`src/rtl/myo_spi_pkg.sv`:
```
// myo_spi_pkg
// Shared definitions for the myo SPI bus arbiter: FSM state encoding,
// motor index width and the watchdog width helper.
package myo_spi_pkg;

   localparam int MOTOR_IDX_W = 8;

   typedef enum logic [2:0] {
      ST_IDLE      = 3'd0,
      ST_START     = 3'd1,
      ST_WAIT_LOW  = 3'd2,
      ST_WAIT_HIGH = 3'd3,
      ST_RELEASE   = 3'd4
   } arb_state_t;

   // Watchdog width able to hold the value cycles.
   function automatic int timeout_w(input int cycles);
      return $clog2(cycles + 1);
   endfunction

endpackage

```
`src/rtl/myo_spi_bus_arbiter_rr.sv`:
```
// rr_arbiter
// Combinational round-robin pick. Requests at or above the pointer win
// first; if none are pending there, the search wraps to index 0.
// Ports:
//   req   in  N      request vector
//   ptr   in  PTR_W  index with highest priority this round
//   sel   out N      one-hot selection (zero when no request)
//   valid out 1      any request pending
module rr_arbiter #(
   parameter int N     = 2,
   parameter int PTR_W = 1
) (
   input  logic [N-1:0]     req,
   input  logic [PTR_W-1:0] ptr,
   output logic [N-1:0]     sel,
   output logic             valid
);

   logic [N-1:0] masked;
   logic [N-1:0] src;

   always_comb begin
      masked = '0;
      for (int i = 0; i < N; i++) begin
         masked[i] = req[i] && (i >= int'(ptr));
      end
      src = (masked != '0) ? masked : req;
      // walk downwards so the lowest set index is the last one written
      sel = '0;
      for (int i = N - 1; i >= 0; i--) begin
         if (src[i]) begin
            sel    = '0;
            sel[i] = 1'b1;
         end
      end
   end

   assign valid = |req;

endmodule

```
`src/rtl/myo_spi_bus_arbiter.sv`:
```
// myo_spi_bus_arbiter
// Shares one SpiControl/spi_master pair between NUM_REQ requesters. One
// frame per grant, round-robin order, per-frame watchdog, per-motor ss_n.
// Ports:
//   clock, reset          system clock, synchronous active-high reset
//   req, req_motor        level requests and per-requester motor index
//   grant, done, done_err one-hot grant, end-of-frame pulse, error flag
//   spi_start, spi_reset  pulses towards SpiControl/spi_master
//   spi_done, ss_n        frame engine status and frame slave select
//   motor_sel, ss_n_o     latched motor index and routed slave selects
//   busy                  not idle
//   timeout_count         saturating timed-out frame counter
//   frame_count           wrapping completed frame counter
//
// state      | meaning
// -----------+-------------------------------------------------------
// IDLE       | arbitrate; latch grantee and motor index
// START      | spi_start pulse; watchdog loaded
// WAIT_LOW   | wait for spi_done to fall (frame engine accepted)
// WAIT_HIGH  | wait for spi_done to rise (frame finished)
// RELEASE    | done pulse to grantee; advance round-robin pointer
module myo_spi_bus_arbiter
   import myo_spi_pkg::*;
#(
   parameter int NUM_REQ          = 2,
   parameter int NUMBER_OF_MOTORS = 6,
   parameter int TIMEOUT_CYCLES   = 5000
) (
   input  logic                        clock,
   input  logic                        reset,
   input  logic [NUM_REQ-1:0]          req,
   input  logic [8*NUM_REQ-1:0]        req_motor,
   output logic [NUM_REQ-1:0]          grant,
   output logic [NUM_REQ-1:0]          done,
   output logic                        done_err,
   output logic                        spi_start,
   output logic [MOTOR_IDX_W-1:0]      motor_sel,
   input  logic                        spi_done,
   input  logic                        ss_n,
   output logic                        spi_reset,
   output logic [NUMBER_OF_MOTORS-1:0] ss_n_o,
   output logic                        busy,
   output logic [15:0]                 timeout_count,
   output logic [31:0]                 frame_count
);

   localparam int TO_W  = timeout_w(TIMEOUT_CYCLES);
   localparam int PTR_W = (NUM_REQ > 1) ? $clog2(NUM_REQ) : 1;
   // loaded with one less so the watchdog hits zero exactly TIMEOUT_CYCLES
   // cycles after the start pulse
   localparam logic [TO_W-1:0] WDOG_LOAD = TO_W'(TIMEOUT_CYCLES - 1);

   arb_state_t state_q, state_d;

   logic [NUM_REQ-1:0]     grant_q;
   logic [PTR_W-1:0]       idx_q;
   logic [PTR_W-1:0]       ptr_q;
   logic                   err_q;
   logic [MOTOR_IDX_W-1:0] motor_sel_q;
   logic [TO_W-1:0]        wdog_q;
   logic [15:0]            timeout_count_q;
   logic [31:0]            frame_count_q;

   logic [NUM_REQ-1:0]     pick_sel;
   logic                   pick_valid;
   logic [PTR_W-1:0]       pick_idx;
   logic [MOTOR_IDX_W-1:0] pick_motor;
   logic                   pick_bad;

   logic latch_pick;
   logic timed_out;
   logic finish;
   logic wdog_zero;

   rr_arbiter #(
      .N     (NUM_REQ),
      .PTR_W (PTR_W)
   ) u_rr (
      .req   (req),
      .ptr   (ptr_q),
      .sel   (pick_sel),
      .valid (pick_valid)
   );

   always_comb begin
      pick_idx   = '0;
      pick_motor = '0;
      for (int i = 0; i < NUM_REQ; i++) begin
         if (pick_sel[i]) begin
            pick_idx   = PTR_W'(i);
            pick_motor = req_motor[MOTOR_IDX_W*i +: MOTOR_IDX_W];
         end
      end
   end

   assign pick_bad  = (pick_motor >= MOTOR_IDX_W'(NUMBER_OF_MOTORS));
   assign wdog_zero = (wdog_q == '0);

   always_comb begin
      state_d    = state_q;
      spi_start  = 1'b0;
      spi_reset  = 1'b0;
      done       = '0;
      done_err   = 1'b0;
      latch_pick = 1'b0;
      timed_out  = 1'b0;
      finish     = 1'b0;
      unique case (state_q)
         ST_IDLE: begin
            if (pick_valid) begin
               latch_pick = 1'b1;
               // a bad motor index never reaches the bus
               state_d    = pick_bad ? ST_RELEASE : ST_START;
            end
         end
         ST_START: begin
            spi_start = 1'b1;
            state_d   = ST_WAIT_LOW;
         end
         ST_WAIT_LOW: begin
            // a low seen on the expiry cycle is not a rise, so expiry wins
            if (wdog_zero) begin
               spi_reset = 1'b1;
               timed_out = 1'b1;
               state_d   = ST_RELEASE;
            end else if (!spi_done) begin
               state_d = ST_WAIT_HIGH;
            end
         end
         ST_WAIT_HIGH: begin
            // the rise is checked first: rise and expiry together is success
            if (spi_done) begin
               state_d = ST_RELEASE;
            end else if (wdog_zero) begin
               spi_reset = 1'b1;
               timed_out = 1'b1;
               state_d   = ST_RELEASE;
            end
         end
         ST_RELEASE: begin
            done     = grant_q;
            done_err = err_q;
            finish   = 1'b1;
            state_d  = ST_IDLE;
         end
         default: state_d = ST_IDLE;
      endcase
   end

   always_ff @(posedge clock) begin
      if (reset) begin
         state_q         <= ST_IDLE;
         grant_q         <= '0;
         idx_q           <= '0;
         ptr_q           <= '0;
         err_q           <= 1'b0;
         motor_sel_q     <= '0;
         wdog_q          <= '0;
         timeout_count_q <= '0;
         frame_count_q   <= '0;
      end else begin
         state_q <= state_d;
         if (latch_pick) begin
            grant_q     <= pick_sel;
            idx_q       <= pick_idx;
            motor_sel_q <= pick_motor;
            err_q       <= pick_bad;
         end
         if (spi_start) begin
            wdog_q <= WDOG_LOAD;
         end else if ((state_q == ST_WAIT_LOW || state_q == ST_WAIT_HIGH) && !wdog_zero) begin
            wdog_q <= wdog_q - 1'b1;
         end
         if (timed_out) begin
            err_q <= 1'b1;
            if (timeout_count_q != 16'hFFFF) begin
               timeout_count_q <= timeout_count_q + 16'd1;
            end
         end
         if (finish) begin
            grant_q       <= '0;
            frame_count_q <= frame_count_q + 32'd1;
            ptr_q         <= (idx_q == PTR_W'(NUM_REQ - 1)) ? '0 : idx_q + 1'b1;
         end
      end
   end

   // combinational route: ss_n reaches only the addressed motor
   always_comb begin
      ss_n_o = '1;
      for (int k = 0; k < NUMBER_OF_MOTORS; k++) begin
         if (busy && motor_sel_q == MOTOR_IDX_W'(k)) begin
            ss_n_o[k] = ss_n;
         end
      end
   end

   assign busy          = (state_q != ST_IDLE);
   assign grant         = grant_q;
   assign motor_sel     = motor_sel_q;
   assign timeout_count = timeout_count_q;
   assign frame_count   = frame_count_q;

endmodule

```
`config.mk`:
```
export PLATFORM = sky130hd
export DESIGN_NAME = myo_spi_bus_arbiter
export DESIGN_NICKNAME = d
export VERILOG_FILES = /design/src/rtl/myo_spi_pkg.sv /design/src/rtl/myo_spi_bus_arbiter_rr.sv /design/src/rtl/myo_spi_bus_arbiter.sv
export SDC_FILE = /design/constraint.sdc
export NUM_CORES = 1
export LEC_CHECK = 0
export ABC_AREA = 1
export CORE_MARGIN = 10
export CORE_UTILIZATION = 35
export DETAILED_ROUTE_END_ITERATION = 16
export SYNTH_ARGS = -nofsm -noshare
export SYNTH_HDL_FRONTEND = slang
export SYNTH_SLANG_ARGS = --single-unit
export TNS_END_PERCENT = 50
```
`constraint.sdc`:
```
create_clock -name clock -period 2.2 [get_ports clock]
set_clock_uncertainty 0.1 [all_clocks]
set_input_delay 0.44 -clock clock [delete_from_list [all_inputs] [get_ports clock]]
set_output_delay 0.44 -clock clock [all_outputs]
set_load 0.03 [all_outputs]
```
==> impl_metrics.toml, run 1 <==
[run_status]
status = "complete, but fails checks"
violations = "setup timing"

[synth]
synth-seq-cells = 77
synth_area_um2 = 4350
synth_cells = 654
synth_edf_count = 0
postSynthAreaPerCell_um2 = 6.64
synth_warnings = 0
synth-seq-area-share_pct = 35.5
synthFlopType = "dfxtp_1"
ys_types = 41
yosysTopAreaCellShare_pct = 35.5
async_flop_share_pct = 0
syn-num-nets = 680
post-synth-top-area-cell = "dfxtp_1"
synth_area_leaders = "dfxtp_1 (35%), nand2_1 (13%), nand3_1 (6.9%), inv_1 (6.7%), nor2_1 (6.7%)"

[drt]
firstDrtPassIters = 5
finalWirelength_um = 12600
vias = 4540
routed_via_density = 4.79
wl_per_cell_um = 13.3
drc = 0
drt-initial-drc-count = 274
ant_nets = 0

[timing]
finalHoldViolCount = 0
drv_slew = 0
fin_crit_ps = 2210
slew_headroom_pct = 68.4
fin_crit_sh_pct = 100
max_freq_mhz = 453
worst_slack_ps = -6.35
tightest_slew_ps = 470
rsz0062_at_grt = "yes"
setup_viol = 1

[clock_tree]
cts_tree = "yes"
hold_buffers = 0
cts_max_level = 3
root_buffer = "clkbuf_16"
path_clk_slew_ps = 60
clk-insertion-delay-late_ps = 330
clockBufferDepth = 2
cts_made_buffers = 9
clock_sinks = 77

[floorplanning]
die_area_um2 = 17300
core-area_um2 = 12100
pin_count = 92
die_y_um = 131
die_width_um = 131
start_util_pct = 36.0
rows = 40

[worst_setup_path]
worst_setup_path_start_kind = "primary input"
path_class = "primary input to output port"
cp.depth = 5
worstPathArrival_ps = 1670
cpPeakStageDelay_ps = 470
critPathRequiredTime_ps = 1660
worst-path-buf-inv = 3
ff2ff_setup_slack_ps = 170
critPathSlowestCell = "clkdlybuf4s50_1"
path_cells = "clkdlybuf4s50_1, buf_4, nor4_4, nand3_1, clkdlybuf4s15_2"
cp_max_fo = 2
critical-path-top-delay-family = "buffers and inverters"
rr_worst_depth = 10
setup.worst_path.end_class = "output port"

[worst_hold_path]
hold_depth = 1
min-delay-path-class = "register to register"

[power]
finalPower_uw = 7010
p_leak_uw = 0.00239
powerDensity_nw_per_um2 = 1160
vdd_drop_max_mv = 0.572

[global_routing]
grt_pass1_wl_um = 21700
antenna_found_initial = 0
grt_max_degree = 36
grt_use_total_pct = 14.6
overflow = 0
grt_pass1_vias = 4517

[placement]
port_buffers = 91
routabilityCongestion = 0.898
dpl-instance-area_um2 = 5640
dpl.hpwl_um = 9850

[cells_and_area]
stdcell_area_um2 = 6040
drive_above_1_share_pct = 13.0
areaGrowthSynthToFinish_pct = 38.9
nets = 800
antennaDiodeCount = 0

[job]
maxCapViolations = 0
-- cells in the mapped netlist, types with 4 or more instances --
cell type,count
nand2_1,147
inv_1,78
nor2_1,78
dfxtp_1,77
nand3_1,60
a21oi_1,43
o21ai_0,26
nor3_1,20
xor2_1,15
nand4_1,14
nand2_2,11
nor2_2,11
a31oi_1,10
clkbuf_1,6
nor4_1,5
buf_2,4
ha_1,4
nand3b_1,4
o21a_1,4
-- final timing paths --
path / start / end
min reg2reg: idx_q / ptr_q
min: idx_q / ptr_q
max: ss_n / ss_n_o[1]
max reg2reg: state_q[1] / frame_count[25]
-- sequential cells by signal, indices dropped and copies added (netlist names) --
register       flops
ptr_q              1
err_q              1
motor_sel          8
grant              2
frame_count       32
idx_q              1
wdog_q            13
state_q            3
timeout_count     16
-- cell families after synthesis --
group                    count (synthesis)  share of synthesized area, %
AO/OA/AOI/OAI                           92                          11.7
buffers and inverters                   95                          8.61
XOR/XNOR                                18                          3.63
adder cells (fa/ha/maj)                  4                          1.15
flip-flops                              77                          35.5
AND/OR/NAND/NOR                        368                          39.4
-- placed cells by master (no fill, tap or decap), types with 3 or more instances in the layout --
cell type	count
nand2_1	147
clkdlybuf4s50_1	79
nor2_1	78
inv_1	77
dfxtp_1	75
nand3_1	59
a21oi_1	43
buf_4	30
o21ai_0	26
nor3_1	20
xor2_1	15
nand4_1	14
nor2_2	11
nand2_2	11
a31oi_1	10
clkbuf_16	9
inv_2	4
o21a_1	4
nand3b_1	4
ha_1	4
dlygate4sd2_1	4
clkdlybuf4s15_2	4
nor3_4	3
nand3_2	3
and3_1	3
nor3b_1	3
o21ai_1	3
xnor2_1	3
-- stage by stage --
stage                     setup TNS (ps)  hold WS, ps  setup slack (ps)  cells  utilization [%]
final                              -6.35          342             -6.35    947             50.0
after global routing                -251          375             -71.3    947             50.0
after CTS                           -204          344              -164    946             49.7
after detailed placement           -2210          333              -391    929             46.8
after global placement             -1780          317              -303    929             46.8
after floorplan                        0          306               205    654                -
-- layer usage --
layer	global-route usage (%)	vias to the layer above	routed length, um	part of all wire [%]
li1	-	2377	-	-
met1	18.4	2060	5970	48
met2	23.6	90	5790	46
met3	3.51	13	610	4.9
met4	5.44	0	189	1.5
met5	0	-	0	0
-- where the power goes --
part	internal (uW)	switching [uW]
clock	1050	549
sequential	1670	289
combinational	1350	2100
total	4070	2940
-- layout make-up --
type | count | area, um2
clock inverter | 4 | 70.1
timing repair buffer | 121 | 1150
clock buffer | 12 | 256
fill | 1223 | 6030
tap | 168 | 210
sequential | 77 | 1540
multi-input combinational | 482 | 2490
inverter | 83 | 317
-- what timing repair did --
item | 4_1_cts | 5_1_grt
setup buffers | 1 | 1
pin swaps | 3 | 5
endpoints found under the setup margin | 10 | 7
gates resized for setup | 29 | 9
Note: power is estimated with default switching activity, not from simulation.
==> run 2, diff against run 1 <==
SLEW_MARGIN = 10   (was unset)
==> results of run 2 <==
Same layout as run 1: the final DEF is identical, and so are final timing and power.
==> run 3, diff against run 2 <==
SLEW_MARGIN = 25   (was 10)
==> results of run 3 <==
Same layout as run 1: the final DEF is identical, and so are final timing and power.
